`src/rtl/fft8_frame_sequencer.sv`:
```
// Frame sequencer around a combinational 8-point real FFT core: gathers 8 serial samples,
// holds them on the core for a settle window, captures the 8 bins and streams them out.
module fft8_frame_sequencer #(
  parameter int unsigned SETTLE_CYCLES = 4,
  parameter int unsigned CNT_W         = 16
) (
  input  logic             clk,
  input  logic             rst_n,
  input  logic             in_valid,
  output logic             in_ready,
  input  logic [31:0]      in_data,
  input  logic             in_last,
  output logic [255:0]     core_vec,
  input  logic [511:0]     core_result,
  output logic             out_valid,
  input  logic             out_ready,
  output logic [63:0]      out_data,
  output logic [2:0]       out_index,
  output logic             out_last,
  output logic             busy,
  output logic             frame_err,
  output logic [CNT_W-1:0] frame_count
);

  typedef enum logic [1:0] {StLoad, StSettle, StCapture, StDrain} state_e;

  localparam logic [7:0] SettleInit = 8'(SETTLE_CYCLES - 1);

  state_e      state;
  logic [2:0]  idx;
  logic        in_full;
  logic [7:0]  settle_cnt;
  logic [31:0] in_buf  [8];
  logic [63:0] out_buf [8];

  logic in_fire, out_fire, early_last, frame_done;

  assign in_ready   = (state == StLoad) || (state == StDrain && !in_full);
  assign in_fire    = in_valid && in_ready;
  assign out_fire   = out_valid && out_ready;
  assign early_last = in_fire && in_last && (idx != 3'd7);
  assign frame_done = in_fire && (idx == 3'd7);
  assign busy       = !(state == StLoad && idx == 3'd0);
  assign out_data   = out_buf[out_index];
  assign out_last   = out_valid && (out_index == 3'd7);

  // The input buffer drives the core directly, so it only moves on sample writes.
  always_comb begin
    core_vec = '0;
    for (int k = 0; k < 8; k++) core_vec[255-32*k -: 32] = in_buf[k];
  end

  always_ff @(posedge clk or negedge rst_n) begin
    if (!rst_n) begin
      state       <= StLoad;
      idx         <= 3'd0;
      in_full     <= 1'b0;
      settle_cnt  <= 8'd0;
      out_index   <= 3'd0;
      out_valid   <= 1'b0;
      frame_err   <= 1'b0;
      frame_count <= '0;
      for (int k = 0; k < 8; k++) begin
        in_buf[k]  <= 32'd0;
        out_buf[k] <= 64'd0;
      end
    end else begin
      frame_err <= 1'b0;

      if (in_fire) begin
        if (early_last) begin
          idx       <= 3'd0;
          frame_err <= 1'b1;
        end else begin
          in_buf[idx] <= in_data;
          idx         <= idx + 3'd1;
          if (frame_done && !in_last) frame_err <= 1'b1;
        end
      end

      case (state)
        StLoad: begin
          if (frame_done) begin
            state      <= StSettle;
            settle_cnt <= SettleInit;
          end
        end
        StSettle: begin
          if (settle_cnt == 8'd0) state <= StCapture;
          else                    settle_cnt <= settle_cnt - 8'd1;
        end
        StCapture: begin
          for (int k = 0; k < 8; k++) out_buf[k] <= core_result[511-64*k -: 64];
          in_full   <= 1'b0;
          idx       <= 3'd0;
          out_index <= 3'd0;
          out_valid <= 1'b1;
          state     <= StDrain;
        end
        StDrain: begin
          if (frame_done) in_full <= 1'b1;
          if (out_fire) begin
            out_index <= out_index + 3'd1;
            if (out_index == 3'd7) begin
              out_valid   <= 1'b0;
              frame_count <= frame_count + 1'b1;
              // A frame finished while draining goes straight to settle, no load gap.
              if (in_full || frame_done) begin
                state      <= StSettle;
                settle_cnt <= SettleInit;
              end else begin
                state <= StLoad;
              end
            end
          end
        end
        default: state <= StLoad;
      endcase
    end
  end

endmodule

```
`config.mk`:
```
export PLATFORM = sky130hd
export DESIGN_NAME = fft8_frame_sequencer
export DESIGN_NICKNAME = d
export VERILOG_FILES = /design/src/rtl/fft8_frame_sequencer.sv
export SDC_FILE = /design/constraint.sdc
export NUM_CORES = 2
export LEC_CHECK = 0
export BUFFER_PORTS_ARGS = -buffer_cell sky130_fd_sc_hd__buf_2
export CORE_AREA = 2 2 351 353
export DETAILED_ROUTE_END_ITERATION = 6
export DIE_AREA = 0 0 353 355
export PLACE_DENSITY = 0.6
export SETUP_SLACK_MARGIN = 0.15
export SLEW_MARGIN = 20
export SYNTH_ARGS = -nofsm -noshare
export SYNTH_HDL_FRONTEND = slang
export SYNTH_SLANG_ARGS = --single-unit
export TNS_END_PERCENT = 5
```
`constraint.sdc`:
```
create_clock -name clk -period 2.23 [get_ports clk]
set_input_delay 0.5575 -clock clk [delete_from_list [all_inputs] [get_ports clk]]
set_output_delay 0.5575 -clock clk [all_outputs]
set_load 0.02 [all_outputs]
```
==> results.json <==
{
  "status": "finished with violations",
  "violations": "negative setup slack",
  "cts_buffer_depth": 3,
  "yosysSeqAreaShare": 0.591,
  "finalCritPeriodShare": 1.38,
  "portBuffers": 892,
  "initial_core_util": 0.280,
  "io_pins": 893,
  "sequential_cell_area_mm2": 0.0201,
  "nets": 3620,
  "p_leak_nw": 21.2,
  "cts.clk_slew.worst_paths_ns": 0.06,
  "synth-seq-cells": 803,
  "arrival_ns": 2.51,
  "fin_ws_ns": -0.836,
  "grt-ovfl-total": 0,
  "ctsRootBufferMaster": "clkbuf_16",
  "relSlewSlack": 0.589,
  "stdcell_area_mm2": 0.0462,
  "h-tree-depth": 3,
  "syn_nets": 2621,
  "synth_area_per_cell_um2": 16.5,
  "postRouteAntennaNets": 0,
  "grt_pass1_wl_um": 161000,
  "synth_edf_count": 0,
  "min_path_type": "input port to flip-flop",
  "hpwl_um": 84400,
  "fmax_mhz": 326,
  "die_x_um": 353,
  "cp-end-kind": "output pin",
  "max-vdd-ir-drop_uv": 905,
  "worstPathRequired_ns": 1.67,
  "vias": 22233,
  "worst_pin_slew_ns": 0.616,
  "syn-instance-count": 2059,
  "synth_top_area_frac": 0.591,
  "insertion_delay_ns": 0.68,
  "synth.most_common_cell": "mux2_2",
  "place_area_mm2": 0.0418,
  "yosys-top-cells-count": "mux2_2, dfrtp_1, mux4_2",
  "rows": 128,
  "via_per_inst": 4.63,
  "finalHoldViolCount": 0,
  "drc": 0,
  "syn2layout_area_growth_pct": 35.9,
  "die_h_um": 355,
  "multi_input_area_mm2": 0.0141,
  "worst_setup_path_start_kind": "flip-flop",
  "r2r-start": "idx[0]$_DFFE_PN0P_",
  "fillers": 11630,
  "startpoint": "out_index[0]$_DFFE_PN0P_",
  "pre_cts_slack_ns": -0.190,
  "die_area_mm2": 0.125,
  "first_pass_iters": 5,
  "slew_violations": 0,
  "skew_ns": 0.0256,
  "core_mm2": 0.121,
  "drt_wl_total_um": 111000,
  "setup_viol": 69,
  "cts_buffers": 90,
  "synth-async-reset-ratio": 1.00,
  "dr.first_iter.drc_count": 1264,
  "synth_flop_cell": "dfrtp_1",
  "rsz0062_at_grt": "yes",
  "place_congestion": 0.817,
  "cts_tree": "built",
  "period_needed_ns": 3.07,
  "yosys_warnings": 0,
  "crit_fanout": 8,
  "synthTopCellsByArea": "dfrtp_1, mux2_2, mux4_2",
  "syn-cell-area_mm2": 0.0340,
  "cts_sinks": 803,
  "grt_max_degree": 74,
  "track_usage": 0.173,
  "synth_cell_types": 50,
  "hp-start": "core_result[494]",
  "cellPowerDensity_mw_per_mm2": 1480,
  "antenna_found_initial": 82,
  "maxCapViolCount": 0,
  "worstSetupPathType": "flip-flop to output pin",
  "yosysTopAreaCell": "dfrtp_1",
  "grt_pass1_vias": 23385,
  "drive_gt1_frac": 0.693,
  "wire_per_inst_um": 23.2
}
==> cell usage in the layout (no fill, tap or decap), types with 6 or more instances in the layout <==
master / count
dfrtp_1: 799
buf_6: 41
buf_4: 63
bufinv_16: 7
diode_2: 45
nor2_1: 13
mux2_2: 661
inv_1: 16
mux2_4: 173
buf_16: 11
clkinv_2: 13
nand2_1: 16
clkbuf_1: 18
ha_1: 6
mux4_2: 128
buf_2: 855
xor2_1: 7
o21ai_0: 8
clkbuf_8: 20
clkbuf_16: 93
and3_1: 6
buf_12: 51
nand3_1: 10
xnor2_1: 7
==> registers in the layout (all words and copies together) (netlist names) <==
signal       count
out_buf        512
core_vec       256
frame_count     16
settle_cnt       8
idx              3
out_index        3
state            2
frame_err        1
in_full          1
out_valid        1
==> metrics by stage <==
step                hold WS [ns]  TNS (ns)  cells  utilization  power [mW]
floorplan                  0.262     -2.82   2059            -        41.6
global placement           0.458     -7.26   4585        0.344        51.1
detailed placement         0.457     -9.17   4585        0.344        51.6
CTS                       0.0130    -58.34   4751        0.376        68.7
global route              0.0303    -59.31   4778        0.380        72.1
finish                    0.0828    -51.03   4797        0.381        68.5
==> cells by family after synthesis <==
group                      Yosys count  synth area share
DFF                                803             0.591
muxes                              964             0.361
xor gates and xnor gates            15           0.00386
and+or+nand+nor                     84            0.0130
adders and majority gates           13           0.00478
AOI/OAI and AO/OA                   40           0.00865
buffers and inverters              140            0.0174
==> where the power goes <==
part	internal [mW]	total, mW	leakage [nW]	switching [mW]
sequential	20.6	24.9	9.86	4.28
clock	9.00	15.4	1.51	6.39
combinational	16.1	28.2	9.82	12.2
==> final timing paths <==
kind | cells past startpoint | slack, ns | end
min | 2 | 0.08 | out_buf[494]$_DFFE_PN0P_
max reg2reg | 8 | 0.06 | core_vec[187]$_DFFE_PN0P_
max | 6 | -0.84 | out_data[16]
min in group asynchronous | 2 | 0.48 | out_buf[49]$_DFFE_PN0P_
min reg2reg | 1 | 0.46 | frame_count[15]$_DFFE_PN0P_
max in group asynchronous | 4 | 0.88 | out_buf[155]$_DFFE_PN0P_
==> area by class of cell <==
cell class | count | area share
clock buffers | 128 | 0.0562
repair buffers | 1029 | 0.145
flip-flops and latches | 803 | 0.435
inverters | 18 | 0.00146
multi-input cells | 1116 | 0.306
well taps | 1625 | 0.0440
clock inverters | 33 | 0.0103
diodes | 45 | 0.00244
==> repair_timing <==
action | CTS | global route
gates resized for setup | 187 | 107
hold buffers | 1 | 0
buffers inserted | 3 | 0
endpoints found under the setup margin | 301 | 427
hold endpoints to repair | 9 | 0
pin swaps | 7 | 13
cloned | 1 | 1
==> per-layer routing <==
metal | GRT usage | vias to the layer above | wire, um
li1 | - | 9679 | -
met1 | 0.217 | 11483 | 45600
met2 | 0.274 | 788 | 52000
met3 | 0.0656 | 225 | 9820
met4 | 0.0619 | 58 | 3400
met5 | 0 | - | 352
==> critical path, cell delays in order (launching register included) <==
cell     delay (ns)
dfrtp_4        0.46
buf_12         0.18
buf_12         0.13
buf_16         0.12
mux4_2         0.49
mux2_4         0.29
buf_6          0.13
(Power assumes the default switching activity.)
